--- src/rtl/acc_unload_pkg.sv ---
// Shared constants and FSM encoding for the accumulator unload path.
package acc_unload_pkg;

  localparam int COEF_W = 16;
  localparam int N_COEF = 256;
  localparam int ADDR_W = 8;

  typedef enum logic [2:0] {
    ST_IDLE     = 3'd0,
    ST_WAIT_ACC = 3'd1,
    ST_READ     = 3'd2,
    ST_FLUSH    = 3'd3,
    ST_LOAD     = 3'd4,
    ST_FIN      = 3'd5
  } state_t;

  function automatic int coefs_per_word(input int width);
    return width / COEF_W;
  endfunction

endpackage

--- src/rtl/acc_unload_fifo.sv ---
// Small synchronous word FIFO; pop-before-push lets a full FIFO accept a push in the same cycle it is popped.
// Zero-latency empty flag (registered count); data readable from head while non-empty.
module acc_unload_fifo #(
  parameter int WIDTH      = 32,
  parameter int FIFO_DEPTH = 2,
  parameter int AW         = $clog2(FIFO_DEPTH),
  parameter int CW         = $clog2(FIFO_DEPTH) + 1
) (
  input  logic             clk,
  input  logic             rst,
  input  logic             push_i,
  input  logic [WIDTH-1:0] push_dat_i,
  input  logic             pop_i,
  output logic [WIDTH-1:0] pop_dat_o,
  output logic             full_o,
  output logic             empty_o,
  output logic [CW-1:0]    count_o
);

  logic [WIDTH-1:0] mem_q [FIFO_DEPTH];
  logic [AW-1:0]    wr_ptr_q;
  logic [AW-1:0]    rd_ptr_q;
  logic [CW-1:0]    count_q;
  logic             do_push;
  logic             do_pop;

  assign do_pop  = pop_i && (count_q != '0);
  assign do_push = push_i && ((count_q != CW'(FIFO_DEPTH)) || do_pop);

  always_ff @(posedge clk) begin
    if (!rst) begin
      wr_ptr_q <= '0;
      rd_ptr_q <= '0;
      count_q  <= '0;
    end else begin
      if (do_push) wr_ptr_q <= wr_ptr_q + 1'b1;
      if (do_pop)  rd_ptr_q <= rd_ptr_q + 1'b1;
      case ({do_push, do_pop})
        2'b10:   count_q <= count_q + 1'b1;
        2'b01:   count_q <= count_q - 1'b1;
        default: count_q <= count_q;
      endcase
    end
  end

  always_ff @(posedge clk) begin
    if (do_push) mem_q[wr_ptr_q] <= push_dat_i;
  end

  assign pop_dat_o = mem_q[rd_ptr_q];
  assign full_o    = (count_q == CW'(FIFO_DEPTH));
  assign empty_o   = (count_q == '0);
  assign count_o   = count_q;

endmodule

--- src/rtl/acc_unload.sv ---
// Drains the 256-entry accumulator RAM in address order, packing WIDTH/16 coefficients per output word.
// First word CPW+1 cycles after first read; reads stall when no FIFO slot can be reserved, so nothing is dropped.
module acc_unload
  import acc_unload_pkg::*;
#(
  parameter int WIDTH      = 32,
  parameter int FIFO_DEPTH = 2
) (
  input  logic              clk,
  input  logic              rst,
  input  logic              start,
  input  logic              end_op_acc,
  output logic              read_acc,
  output logic [ADDR_W-1:0] ad_out_acc,
  input  logic [COEF_W-1:0] r_out_acc,
  output logic              load_acc,
  output logic [WIDTH-1:0]  dout,
  output logic              dout_valid,
  input  logic              dout_ready,
  output logic              busy,
  output logic              done
);

  localparam int CPW = coefs_per_word(WIDTH);
  localparam int SW  = (CPW > 1) ? $clog2(CPW) : 1;
  localparam int CW  = $clog2(FIFO_DEPTH) + 1;
  localparam logic [ADDR_W-1:0] LAST_ADDR = ADDR_W'(N_COEF - 1);
  localparam logic [CW:0]       DEPTH_L   = (CW+1)'(FIFO_DEPTH);

  state_t            state_q;
  logic              read_q;
  logic              load_q;
  logic              done_q;
  logic              busy_q;

  logic [ADDR_W-1:0] addr_q, addr_d;
  logic [CW-1:0]     resv_q, resv_d;
  logic              issue_q;
  logic [SW-1:0]     slot_q;
  logic [WIDTH-1:0]  pack_q, pack_d;

  logic [SW-1:0]     slot;
  logic              first;
  logic              issue;
  logic              reserve;
  logic              cap_last;
  logic              fifo_push;
  logic              fifo_pop;
  logic [WIDTH-1:0]  pack_word;
  logic [WIDTH-1:0]  fifo_dout;
  logic              fifo_full;
  logic              fifo_empty;
  logic [CW-1:0]     occ;
  logic [CW:0]       used;
  logic              slot_ok;
  logic              flush_done;

  assign slot  = (CPW == 1) ? '0 : addr_q[SW-1:0];
  assign first = (slot == '0);

  // A word's pop this cycle already frees its slot, so back-to-back words keep full rate.
  assign used    = {1'b0, resv_q} + {1'b0, occ} - {{CW{1'b0}}, fifo_pop};
  assign slot_ok = (used < DEPTH_L);

  assign issue   = (state_q == ST_READ) && (!first || slot_ok);
  assign reserve = issue && first;

  assign cap_last  = issue_q && (slot_q == SW'(CPW - 1));
  assign fifo_push = cap_last && (!fifo_full || fifo_pop);
  assign fifo_pop  = dout_valid && dout_ready;

  assign flush_done = !issue_q && fifo_empty && (resv_q == '0);

  always_comb begin
    pack_word = pack_q;
    for (int s = 0; s < CPW; s++) begin
      if (slot_q == SW'(s)) pack_word[s*COEF_W +: COEF_W] = r_out_acc;
    end
  end

  always_comb begin
    addr_d = addr_q;
    if (state_q == ST_IDLE && start) begin
      addr_d = '0;
    end else if (issue && addr_q != LAST_ADDR) begin
      addr_d = addr_q + 1'b1;
    end
    resv_d = resv_q + CW'(reserve) - CW'(fifo_push);
    pack_d = issue_q ? pack_word : pack_q;
  end

  always_ff @(posedge clk) begin
    if (!rst) begin
      addr_q  <= '0;
      resv_q  <= '0;
      issue_q <= 1'b0;
      slot_q  <= '0;
      pack_q  <= '0;
    end else begin
      addr_q  <= addr_d;
      resv_q  <= resv_d;
      issue_q <= issue;
      slot_q  <= slot;
      pack_q  <= pack_d;
    end
  end

  always_ff @(posedge clk) begin
    if (!rst) begin
      state_q <= ST_IDLE;
      read_q  <= 1'b0;
      load_q  <= 1'b0;
      done_q  <= 1'b0;
      busy_q  <= 1'b0;
    end else begin
      case (state_q)
        ST_IDLE: begin
          if (start) begin
            state_q <= ST_WAIT_ACC;
            busy_q  <= 1'b1;
          end
        end
        ST_WAIT_ACC: begin
          if (end_op_acc) begin
            state_q <= ST_READ;
            read_q  <= 1'b1;
          end
        end
        ST_READ: begin
          if (issue && addr_q == LAST_ADDR) state_q <= ST_FLUSH;
        end
        ST_FLUSH: begin
          if (flush_done) begin
            state_q <= ST_LOAD;
            read_q  <= 1'b0;
            load_q  <= 1'b1;
          end
        end
        ST_LOAD: begin
          state_q <= ST_FIN;
          load_q  <= 1'b0;
          done_q  <= 1'b1;
          busy_q  <= 1'b0;
        end
        ST_FIN: begin
          state_q <= ST_IDLE;
          done_q  <= 1'b0;
        end
        default: begin
          state_q <= ST_IDLE;
          read_q  <= 1'b0;
          load_q  <= 1'b0;
          done_q  <= 1'b0;
          busy_q  <= 1'b0;
        end
      endcase
    end
  end

  acc_unload_fifo #(
    .WIDTH      (WIDTH),
    .FIFO_DEPTH (FIFO_DEPTH)
  ) u_fifo (
    .clk        (clk),
    .rst        (rst),
    .push_i     (fifo_push),
    .push_dat_i (pack_word),
    .pop_i      (fifo_pop),
    .pop_dat_o  (fifo_dout),
    .full_o     (fifo_full),
    .empty_o    (fifo_empty),
    .count_o    (occ)
  );

  assign read_acc   = read_q;
  assign ad_out_acc = addr_q;
  assign load_acc   = load_q;
  assign done       = done_q;
  assign busy       = busy_q;
  assign dout_valid = !fifo_empty;
  assign dout       = dout_valid ? fifo_dout : '0;

endmodule
--- config.mk ---
export PLATFORM = sky130hd
export DESIGN_NAME = acc_unload
export DESIGN_NICKNAME = d
export VERILOG_FILES = /design/src/rtl/acc_unload_pkg.sv /design/src/rtl/acc_unload_fifo.sv /design/src/rtl/acc_unload.sv
export SDC_FILE = /design/constraint.sdc
export NUM_CORES = 1
export LEC_CHECK = 0
export BUFFER_PORTS_ARGS = -buffer_cell sky130_fd_sc_hd__buf_4
export CAP_MARGIN = 20
export CORE_AREA = 2 2 100 102
export CTS_CLUSTER_DIAMETER = 120
export DETAILED_ROUTE_END_ITERATION = 10
export DIE_AREA = 0 0 102 104
export HOLD_SLACK_MARGIN = 0.02
export PLACE_DENSITY = 0.79
export SLEW_MARGIN = 20
export SYNTH_ARGS = -nofsm -noshare
export SYNTH_HDL_FRONTEND = slang
export SYNTH_HIERARCHICAL = 1
export SYNTH_SLANG_ARGS = --single-unit
--- constraint.sdc ---
create_clock -name clk -period 5.5 [get_ports clk]
set_clock_uncertainty 0.2 [all_clocks]
set_input_delay 1.375 -clock clk [delete_from_list [all_inputs] [get_ports clk]]
set_output_delay 1.375 -clock clk [all_outputs]
set_load 0.02 [all_outputs]
After elaboration in Yosys (flattened, before gate mapping)
Memories as Yosys holds them, arrays and structs flattened. A register that Yosys moved wholly into a read port is not among the register bits.
Index checks and enable logic that the tools add are counted.
Word-level totals
  bits in registers: 55
  latch bits: 0
  bits in writable memories: 64
  ROM bits: 0
  input bits: 21
  output and inout bits: 45
  memories: 1
Cells by class
  add/subtract/negate cells: 9
  multipliers: 0
  div/mod/pow operators: 0
  $lt $le $gt $ge: 1
  eq/ne operators: 15
  shift-type cells: 0
  multiplexer cells: 21
  bitwise logic cells: 5
  reductions and logical operators: 32
Memory list
  u_fifo.mem_q: depth 2, width 32, read ports 1, clocked after memory_dff 1, write ports 1, RTL line acc_unload_fifo.sv:20  | logic [WIDTH-1:0] mem_q [FIFO_DEPTH];
Operators by type and width (number)
  16-bit two-way mux: 2
  32-bit two-way mux: 1
  4-bit OR reduction: 4
  3-bit one-hot mux with 5 select lines: 1
  1-bit logical AND: 12
  3-bit two-way mux: 4
  8-bit by 1-bit adder with 8-bit output, second input constant: 1
  8-bit == test, second input constant: 1
  1-bit two-way mux: 8
  2-bit != test, second input constant: 4
  8-bit != test, second input constant: 1
  3-bit by 2-bit == test with 1-bit output, second input constant: 2
  3-bit == test, second input constant: 2
  1-bit one-hot mux with 2 select lines: 3
  1-bit NOT: 5
  2-bit == test, second input constant: 2
  2-bit logical NOT: 2
  2-bit one-hot mux with 2 select lines: 1
  2-bit AND reduction: 2
  4-bit AND reduction: 1
  2-bit nonzero test: 2
  2-bit by 2-bit adder with 3-bit output: 1
  3-bit by 1-bit == test with 1-bit output, second input constant: 1
  1-bit logical NOT: 3
  other kinds (14): 17

Depth between registers and ports, before layout
  depth after elaboration: 10
  depth in mapped cells: 15
  gate-level depth less buffers: 14

Cells and area by module
Netlist, hierarchy kept.
By module, submodules not included
  acc_unload: times used 1, cells an instance 316, area an instance 2755.1 um2, seq. area each 1021.0 um2
  acc_unload_fifo: times used 1, cells an instance 130, area an instance 2688.8 um2, seq. area each 2021.9 um2

Worst setup path before layout
No wires, ideal clock.
  path kind: input-to-reg
  from: input dout_ready
  to: register resv_q[1]
  arrival: 4100 ps
  slack: 1072 ps
  stages on the path: 14
  path buffers: 1
  cells stage by stage: nor2b_1 ha_1 nand2b_1 fa_1 xor2_1 o211ai_4 buf_2 or2_1 ha_1 inv_1 ha_1 xnor2_1 xnor2_1 nor2_1
On the way
  longest elaborated chain between the ends: 8
  elaborated cells on any way between the ends: 10
RTL lines
  start, declared: RTL line acc_unload.sv:19  | input logic dout_ready,
  1-bit logical AND *: RTL line acc_unload.sv:70  | assign fifo_pop = dout_valid && dout_ready;
  3-bit by 1-bit subtractor with 3-bit output: RTL line acc_unload.sv:62  | assign used = {1'b0, resv_q} + {1'b0, occ} - {{CW{1'b0}}, fifo_pop};
  3-bit by 2-bit < comparator with 1-bit output: RTL line acc_unload.sv:63  | assign slot_ok = (used < DEPTH_L);
  1-bit logical OR: RTL line acc_unload.sv:65  | assign issue = (state_q == ST_READ) && (!first || slot_ok);
  1-bit logical AND: RTL line acc_unload.sv:65
  1-bit logical AND: RTL line acc_unload.sv:66  | assign reserve = issue && first;
  2-bit by 1-bit adder with 2-bit output: RTL line acc_unload.sv:88  | resv_d = resv_q + CW'(reserve) - CW'(fifo_push);
  2-bit by 1-bit subtractor with 2-bit output *: RTL line acc_unload.sv:88
  end signal, assigned: RTL line acc_unload.sv:101  | resv_q <= resv_d;
  end, declared: RTL line acc_unload.sv:37  | logic [CW-1:0] resv_q, resv_d;
Mark *: on every way between the ends. The rest lies on a longest branch, timed or not.
A chain may end at the register's enable or synchronous reset.

Worst setup path in the final report
  from: input dout_ready
  to: register resv_q[1]
On the way
  longest elaborated chain between the ends: 8
  elaborated cells on any way between the ends: 10
RTL lines
  1-bit logical AND *: RTL line acc_unload.sv:70
  via fifo_pop: RTL line acc_unload.sv:48  | logic fifo_pop;
  3-bit by 1-bit subtractor with 3-bit output: RTL line acc_unload.sv:62
  3-bit by 2-bit < comparator with 1-bit output: RTL line acc_unload.sv:63
  1-bit logical OR: RTL line acc_unload.sv:65
  1-bit logical AND: RTL line acc_unload.sv:65
  1-bit logical AND: RTL line acc_unload.sv:66
  2-bit by 1-bit adder with 2-bit output: RTL line acc_unload.sv:88
  2-bit by 1-bit subtractor with 2-bit output *: RTL line acc_unload.sv:88
Mark *: on every way through the listed nets, which the timed path passes. The rest lies on a longest branch.

==> impl_metrics.csv <==
group,metric,value,unit
route,drc,0,
sta,setup_viol,0,
logic_synthesis,synth-seq-cells,120,
final_layout,nNetsFinal,537,
power,powerDensity,318,nW/um2
setup_path,start_kind,"input port",
power,irDropWorstVdd,0.215,mV
clock_network,h-tree-depth,4,
global_route,grt_max_degree,39,
run,cap_violations,0,
route,ant_nets,0,
clock_network,cts_root_buffer,"clkbuf_8",
logic_synthesis,ys_types,52,
floorplanning,die_area,10600,um2
floorplanning,core,9550,um2
sta,tightestPinTransition,1.09,ns
route,firstDrtPassIters,4,
placement,hpwl,6460,um
floorplanning,rows,36,
global_route,grt_pass1_vias,3633,
logic_synthesis,ys_warn_count,6,
final_layout,diodes,0,
clock_network,clk_pin_slew_worst_paths,0.05,ns
route,wl_per_cell,16.3,um
setup_path,reg2reg_from,"u_fifo/count_o[1]$_SDFFE_PN0P_",
sta,hold_slack,0.253,ns
clock_network,clk_path_buf_depth,2,
clock_network,holdBufCountCts,0,
floorplanning,die_x,102,um
global_route,grt_overflow,0,
global_route,grt_first_pass_wirelength,17400,um
setup_path,required,5.69,ns
outcome,status,"finished, final reports clean",
logic_synthesis,ys_seq_area_frac,0.559,
route,drt-initial-drc-count,173,
clock_network,cts_setup_buffers,0,
route,routed_wl,10700,um
global_route,grt_util_all_layers,0.211,
logic_synthesis,synth_nets,473,
sta,hold_viol,0,
clock_network,clk_latency,0.51,ns
min_path,hp-class,"reg -> reg",
logic_synthesis,synthTopCellsByArea,"edfxtp_1 (35%), dfxtp_1 (21%), mux2_4 (8.3%), mux2_1 (6.6%), nor2b_1 (4.3%)",
logic_synthesis,yosys.area.top_type,"edfxtp_1",
sta,fmaxAchievable,241,MHz
logic_synthesis,synthCells,446,
logic_synthesis,syn_area_per_cell,12.2,um2
clock_network,ctsResizeCount,0,
final_layout,drive_gt1_frac,0.258,
floorplanning,io_pins,66,
logic_synthesis,async_reset_ff_frac,0,
final_layout,layout_commonest_cell,"buf_4",
final_layout,final_core_util,0.682,
clock_network,cts.sinks,120,
logic_synthesis,synth_top_area_share,0.353,
logic_synthesis,ys.flop_type,"edfxtp_1",
global_route,antenna_found_initial,0,
clock_network,cts_made_buffers,17,
route,vias,3639,
floorplanning,start_util,0.570,
sta,max_slew_margin,0.272,
sta,tns,0,ns
setup_path,cp.arrival,4.34,ns
logic_synthesis,syn-cell-area,5440,um2
global_route,busiest_layer,"met2",
placement,placed_area,6020,um2
final_layout,area_delta_synth_final,19.6,%
logic_synthesis,synth_edf_count,64,
min_path,holdCritStartpoint,"pack_q[19]$_SDFFE_PN0P_",
placement,port_buffers,65,
sta,period_share,0.754,
global_route,grt_use_met3,0.0625,
final_layout,layout_common_cells,"buf_4 (69), edfxtp_1 (64), dfxtp_1 (55)",
sta,rsz0062_at_grt,"false",
clock_network,cts_tree,"yes",
setup_path,critPathCaptureType,"register",
power,cellLeakagePower,2.47,nW
setup_path,path_class,"in -> reg",
global_route,grt_use_met2,0.374,
setup_path,worstPathMaxFanout,18,
floorplanning,die_y,104,um
route,vias_per_cell,5.55,
placement,gp_congestion,0.732,
sta,period_needed,4.15,ns
setup_path,worstSetupStartpoint,"dout_ready",
final_layout,postLayoutCellArea,6510,um2
sta,drv_slew,0,
global_route,globalRouteMet1Util,0.242,
[metal layers]
| layer | vias to the layer above | part of all wire |
|---|---|---|
| met5 | - | 0 |
| met4 | 0 | 0.014 |
| met3 | 17 | 0.053 |
| met2 | 94 | 0.53 |
| met1 | 1801 | 0.41 |
| li1 | 1727 | - |
[final timing paths]
kind / slack, ns / depth (start not counted) / to
setup / recovery: 1.35 / 14 / resv_q[1]$_SDFF_PN0_
hold / removal: 0.25 / 2 / pack_q[19]$_SDFFE_PN0P_
setup reg to reg: 1.70 / 14 / resv_q[1]$_SDFF_PN0_
hold reg to reg: 0.25 / 2 / pack_q[19]$_SDFFE_PN0P_
[sequential cells by signal, summed over array words and instances (netlist names), named ones only]
signal	flops
pack_q	32
issue_q	1
u_fifo/rd_ptr_q	1
ad_out_acc	8
slot_q	1
load_acc	1
busy	1
u_fifo/count_o	2
done	1
state_q	3
u_fifo/wr_ptr_q	1
resv_q	2
read_acc	1
u_fifo/mem_q	64
[logic make-up (layout without fill, tap and decap cells)]
family,after synthesis,after routing,share of synthesized area
multiplexers,81,81,0.184
flip-flops,120,120,0.559
XOR/XNOR,4,4,0.00644
AO/OA/AOI/OAI,53,53,0.0623
buffers and inverters,34,111,0.0308
adder cells (fa/ha/maj),6,6,0.0152
AND/OR/NAND/NOR,148,148,0.142
[critical path, cell delays in order]
cell and delay [ns]:
buf_4 0.07, nor2b_1 0.41, ha_1 0.31, nand2b_1 0.16, fa_1 0.38, xor2_1 0.29
o211ai_4 0.22, or2_1 0.27, ha_1 0.27, inv_1 0.05, ha_1 0.18, xnor2_1 0.18
xnor2_1 0.14, nor2_1 0.05
[per-stage QoR]
step,worst slack (ns),instances,total power [W]
floorplan,1.07,446,0.00112
global placement,0.960,624,0.00116
detailed placement,0.809,624,0.00117
CTS,1.35,656,0.00209
global route,1.10,656,0.00215
finish,1.35,656,0.00207
[cell usage after synthesis, types with 2 or more instances]
master / instances
edfxtp_1: 64
dfxtp_1: 56
nand2_1: 44
nor2b_1: 37
mux2_1: 32
mux2_4: 30
nor2_1: 30
a21oi_1: 26
mux2i_1: 17
clkbuf_1: 12
buf_2: 8
inv_1: 8
and2_1: 6
ha_1: 5
o21ai_1: 5
buf_6: 4
nand3_1: 4
nand4_1: 4
o31ai_1: 4
or4_1: 4
and3_1: 3
nand2b_1: 3
o211ai_1: 3
xnor2_1: 3
a31oi_1: 2
inv_2: 2
mux2_2: 2
o211a_1: 2
o21ai_0: 2
or3_1: 2
[area by class of cell]
type | instances | area (um2)
Sequential cell | 120 | 3040
Fill cell | 734 | 3040
Multi-Input combinational cell | 292 | 2250
Timing Repair Buffer | 69 | 518
Clock buffer | 26 | 468
Tap cell | 133 | 166
Inverter | 10 | 37.5
Clock inverter | 6 | 26.3
[where the power goes]
group / switching (W) / internal, W / total [W] / leakage (nW)
logic: 0.0000888 / 0.0000706 / 0.000159 / 1.19
clock network: 0.000351 / 0.000569 / 0.000919 / 0.243
registers: 0.0000289 / 0.000965 / 0.000994 / 1.04
total: 0.000468 / 0.00160 / 0.00207 / 2.47
Note: power is estimated with default switching activity, not from simulation.
